**src/rtl/serial_frame_tx.sv**
```systemverilog
// Serial frame transmitter: preamble, 8-bit length (MSB first), then len payload bits pulled from bit_in.
// State register tracks the phase of the bit currently on sout; all outputs except ready are registered.
module serial_frame_tx #(
    parameter int               PAT_W    = 4,
    parameter logic [PAT_W-1:0] PATTERN  = 4'b1101,
    parameter logic             IDLE_LVL = 1'b0
) (
    input  logic       clk,
    input  logic       rst,
    input  logic       start,
    input  logic [7:0] len_in,
    input  logic       bit_in,
    output logic       bit_req,
    output logic       sout,
    output logic       sout_valid,
    output logic       ready,
    output logic       done
);

    typedef enum logic [2:0] {
        S_IDLE     = 3'd0,
        S_PREAMBLE = 3'd1,
        S_HEADER   = 3'd2,
        S_PAYLOAD  = 3'd3,
        S_DONE     = 3'd4
    } state_t;

    state_t           state_q, state_d;
    logic             sout_q, sout_d;
    logic             sout_valid_q, sout_valid_d;
    logic             done_q, done_d;
    logic             bit_req_q, bit_req_d;
    logic [7:0]       len_q, len_d;
    logic [7:0]       down_q, down_d;
    logic [7:0]       hdr_q, hdr_d;
    logic [PAT_W-1:0] pre_q, pre_d;
    logic [2:0]       cnt_q, cnt_d;

    always_comb begin
        state_d      = state_q;
        sout_d       = sout_q;
        sout_valid_d = sout_valid_q;
        done_d       = 1'b0;
        bit_req_d    = 1'b0;
        len_d        = len_q;
        down_d       = down_q;
        hdr_d        = hdr_q;
        pre_d        = pre_q;
        cnt_d        = cnt_q;

        case (state_q)
            S_IDLE: begin
                sout_d       = IDLE_LVL;
                sout_valid_d = 1'b0;
                if (start) begin
                    state_d      = S_PREAMBLE;
                    sout_d       = PATTERN[PAT_W-1];
                    sout_valid_d = 1'b1;
                    pre_d        = PATTERN << 1;
                    cnt_d        = 3'(PAT_W - 1);
                    len_d        = len_in;
                    down_d       = len_in;
                    hdr_d        = len_in;
                end
            end
            S_PREAMBLE: begin
                if (cnt_q != 3'd0) begin
                    sout_d = pre_q[PAT_W-1];
                    pre_d  = pre_q << 1;
                    cnt_d  = cnt_q - 3'd1;
                end else begin
                    state_d = S_HEADER;
                    sout_d  = len_q[7];
                    hdr_d   = len_q << 1;
                    cnt_d   = 3'd7;
                end
            end
            S_HEADER: begin
                if (cnt_q != 3'd0) begin
                    sout_d    = hdr_q[7];
                    hdr_d     = hdr_q << 1;
                    cnt_d     = cnt_q - 3'd1;
                    // request the first payload bit during the last header cycle
                    bit_req_d = (cnt_q == 3'd1) && (len_q != 8'd0);
                end else if (len_q != 8'd0) begin
                    state_d   = S_PAYLOAD;
                    sout_d    = bit_in;
                    down_d    = down_q - 8'd1;
                    bit_req_d = (down_q != 8'd1);
                end else begin
                    state_d      = S_DONE;
                    sout_d       = IDLE_LVL;
                    sout_valid_d = 1'b0;
                    done_d       = 1'b1;
                end
            end
            S_PAYLOAD: begin
                // down_q holds the bits still to send after the one on the line
                if (down_q != 8'd0) begin
                    sout_d    = bit_in;
                    down_d    = down_q - 8'd1;
                    bit_req_d = (down_q != 8'd1);
                end else begin
                    state_d      = S_DONE;
                    sout_d       = IDLE_LVL;
                    sout_valid_d = 1'b0;
                    done_d       = 1'b1;
                end
            end
            S_DONE: begin
                state_d      = S_IDLE;
                sout_d       = IDLE_LVL;
                sout_valid_d = 1'b0;
            end
            default: begin
                state_d      = S_IDLE;
                sout_d       = IDLE_LVL;
                sout_valid_d = 1'b0;
            end
        endcase
    end

    always_ff @(posedge clk or posedge rst) begin
        if (rst) begin
            state_q      <= S_IDLE;
            sout_q       <= IDLE_LVL;
            sout_valid_q <= 1'b0;
            done_q       <= 1'b0;
            bit_req_q    <= 1'b0;
            len_q        <= 8'd0;
            down_q       <= 8'd0;
            hdr_q        <= 8'd0;
            pre_q        <= '0;
            cnt_q        <= 3'd0;
        end else begin
            state_q      <= state_d;
            sout_q       <= sout_d;
            sout_valid_q <= sout_valid_d;
            done_q       <= done_d;
            bit_req_q    <= bit_req_d;
            len_q        <= len_d;
            down_q       <= down_d;
            hdr_q        <= hdr_d;
            pre_q        <= pre_d;
            cnt_q        <= cnt_d;
        end
    end

    assign sout       = sout_q;
    assign sout_valid = sout_valid_q;
    assign done       = done_q;
    assign bit_req    = bit_req_q;
    assign ready      = (state_q == S_IDLE);

endmodule
```
**config.mk**
```make
export PLATFORM = sky130hd
export DESIGN_NAME = serial_frame_tx
export DESIGN_NICKNAME = d
export VERILOG_FILES = /design/src/rtl/serial_frame_tx.sv
export SDC_FILE = /design/constraint.sdc
export NUM_CORES = 1
export LEC_CHECK = 0
export ABC_CLOCK_PERIOD_IN_PS = 5100
export CAP_MARGIN = 10
export CORE_ASPECT_RATIO = 0.6
export CORE_MARGIN = 8
export CORE_UTILIZATION = 62
export DETAILED_ROUTE_END_ITERATION = 12
export GPL_ROUTABILITY_DRIVEN = 1
export PLACE_DENSITY_LB_ADDON = 0.12
export SETUP_SLACK_MARGIN = 0.1
export SLEW_MARGIN = 15
export SYNTH_ARGS = -nofsm -noshare
export SYNTH_HDL_FRONTEND = slang
export SYNTH_SLANG_ARGS = --single-unit
```
**constraint.sdc**
```tcl
create_clock -name clk -period 5.1 [get_ports clk]
set_clock_uncertainty 0.2 [all_clocks]
set_input_delay 0.51 -clock clk [delete_from_list [all_inputs] [get_ports clk]]
set_output_delay 0.51 -clock clk [all_outputs]
set_load 0.01 [all_outputs]
```
==> flow_summary.json <==
{
  "outcome": "finished clean",
  "ys_warn_count": 0,
  "top_layer_used": "met4",
  "cp_cell_sequence": "nor3_1 -> clkdlybuf4s50_1",
  "io_pins": 17,
  "post_cts_buffers": 0,
  "grt_setup_unrepaired": "false",
  "drt-met1-wl_mm": 2.73,
  "final_core_util": 0.744,
  "cp_slowest_cell": "dfrtp_1",
  "core_area_um2": 3340,
  "io_buffers": 16,
  "syn_inst": 250,
  "numCtsBuffers": 5,
  "cp_max_fo": 21,
  "antenna_cells_inserted": 0,
  "fin_tns_setup_ns": 0,
  "hold_path_end": "pre_q[1]$_DFFE_PP0P_",
  "yosysUniqueCellTypes": 51,
  "clock_latency_ns": 0.30,
  "setup_viol": 0,
  "slew_headroom": 0.518,
  "r2r-end": "down_q[5]$_DFFE_PP0P_",
  "drt_iter0_drc": 241,
  "total_leakage_power_nw": 1.12,
  "ys.flop_type": "dfrtp_1",
  "hold_class": "reg2reg",
  "crit_buf_inv": 1,
  "worstHoldPathCells": 2,
  "end_kind": "output pin",
  "final_cell_mix": "nand2_1 (41), dfrtp_1 (37), inv_1 (18), nor2_1 (18)",
  "drive_gt1_frac": 0.0725,
  "syn_avg_cell_area_um2": 8.85,
  "fin_nets": 278,
  "grt_pass1_wl_mm": 9.45,
  "min_from": "pre_q[1]$_DFFE_PP0P_",
  "start_util": 0.662,
  "worstMarginPinSlew_ns": 0.721,
  "antenna_found_initial": 0,
  "path_clk_slew_ns": 0.07,
  "syn_nets": 267,
  "cts_resized": 0,
  "dpl.hpwl_mm": 4.01,
  "clock_path_buffers": 2,
  "die_h_um": 62.3,
  "cts_hold_buf": 0,
  "synth-seq-cells": 37,
  "firstDrtPassIters": 4,
  "cts-root-buf": "clkbuf_8",
  "gp_congestion": 0.923,
  "synth-edff-count": 0,
  "max_stage_delay_ns": 0.64,
  "holdWs_ns": 0.292,
  "multi_input_area_um2": 1150,
  "grt_max_degree": 38,
  "cap_viol_max_count": 0,
  "fmax_ghz": 0.376,
  "async_reset_ff_frac": 1.00,
  "drc": 0,
  "cp.required_ns": 4.39,
  "drtAntennaViolNets": 0,
  "die_w_um": 93.1,
  "min_period_ns": 2.66,
  "syn2layout_area_growth_pct": 12.4,
  "wl_met3_um": 502,
  "first_global_vias": 1866,
  "peakVddDrop_mv": 0.333,
  "grt_usage": 0.203,
  "drv_slew": 0,
  "grt-ovfl-total": 0,
  "cts_tree": "built",
  "r2r_slack_ns": 2.59,
  "htree_levels": 2,
  "cp_top_family": "flip-flops",
  "cellPowerDensity_nw_per_um2": 693,
  "regArea_um2": 926,
  "crit_path_start_kind": "flip-flop",
  "rows": 16,
  "syn_area_um2": 2210,
  "layout.cells.most_common": "nand2_1",
  "via_count": 1983,
  "wl_per_cell_um": 18.7,
  "routed_wl_mm": 5.75,
  "criticalPathCategory": "reg2out",
  "reg2reg_from": "down_q[0]$_DFFE_PP0P_",
  "finalHoldViolCount": 0,
  "ys_seq_area_frac": 0.419,
  "viasPerCell": 6.46,
  "arrival_ns": 1.95,
  "r2r_cells": 6,
  "fill_cells": 250,
  "route.met2.wl_mm": 2.44,
  "die_area_um2": 5800,
  "clock-sinks": 37,
  "fin_crit_sh": 0.521
}
==> where the power goes <==
group	total, mW	internal, mW	switching [mW]
Clock	0.231	0.122	0.109
Combinational	0.884	0.380	0.504
Sequential	0.609	0.432	0.178
==> synthesized netlist by cell type, drive strengths merged, types with 2 or more instances <==
master,count,area (µm²)
nand2,41,154
dfrtp,37,926
inv,18,67.6
nor2,18,67.6
a21oi,17,88.8
mux2i,10,100
a22o,8,70.1
clkbuf,8,30.0
a211oi,7,57.6
buf,7,35.0
nor3,7,35.0
o211ai,6,45.0
o21ai,6,30.0
ha,5,62.6
a22oi,4,30.0
nand2b,4,25.0
nand3,4,20.0
nor4,4,40.0
or4,4,33.8
nor2b,3,18.8
nor3b,3,27.5
o21bai,3,22.5
a31oi,2,12.5
nand4,2,12.5
o41ai,2,17.5
==> registers in the layout (all words and copies together) (netlist names), 3 cells and up <==
signal	cells
cnt_q	3
down_q	8
pre_q	3
state_q	3
hdr_q	8
len_q	8
==> through the flow <==
step                instances  cell area, µm²  total power, mW  setup WS, ns
finish                    307            2490             1.72          2.44
global route              307            2490             1.83          2.35
CTS                       307            2490             1.71          2.48
detailed placement        299            2390             1.46          2.68
global placement          299            2390             1.43          2.71
floorplan                 250            2210             1.24          2.96
==> per-layer routing <==
metal | track usage | vias to the layer above
met5 | 0 | -
met4 | 0.0739 | 0
met3 | 0.0432 | 12
met2 | 0.280 | 113
met1 | 0.299 | 936
li1 | - | 922
==> how the worst max path moves through the flow <==
stage                            from                     to  slack, ns  cells past startpoint
6_report       state_q[1]$_DFFE_PP0P_                  ready       2.44                      2
5_1_grt        state_q[1]$_DFFE_PP0P_                  ready       2.35                      2
4_1_cts        state_q[1]$_DFFE_PP0P_                  ready       2.48                      2
3_5_place_dp    down_q[0]$_DFFE_PP0P_  down_q[5]$_DFFE_PP0P_       2.68                      6
3_3_place_gp                    start  down_q[5]$_DFFE_PP0P_       2.71                      5
2_1_floorplan   down_q[0]$_DFFE_PP0P_  down_q[5]$_DFFE_PP0P_       2.96                      7
==> final cells by class <==
class / instances / share of cell area
clock inverter: 1 / 0.00201
inverter: 18 / 0.0272
sequential: 37 / 0.372
timing repair buffer: 19 / 0.0734
multi-input combinational: 180 / 0.464
clock buffer: 7 / 0.0387
tap: 45 / 0.0226
==> logic make-up after synthesis <==
family | synth area share
DFF | 0.419
xor gates and xnor gates | 0.00396
buffers and inverters | 0.0600
muxes | 0.0503
AOI/OAI and AO/OA | 0.226
adders and majority gates | 0.0283
and+or+nand+nor | 0.213
==> tightest hold or removal path: cells and delay by family (launching register included) <==
family	cells	cell delay, ns
flip-flops	1	0.35
AND/OR/NAND/NOR	2	0.11
No activity file was read; power rests on OpenSTA's default activity.
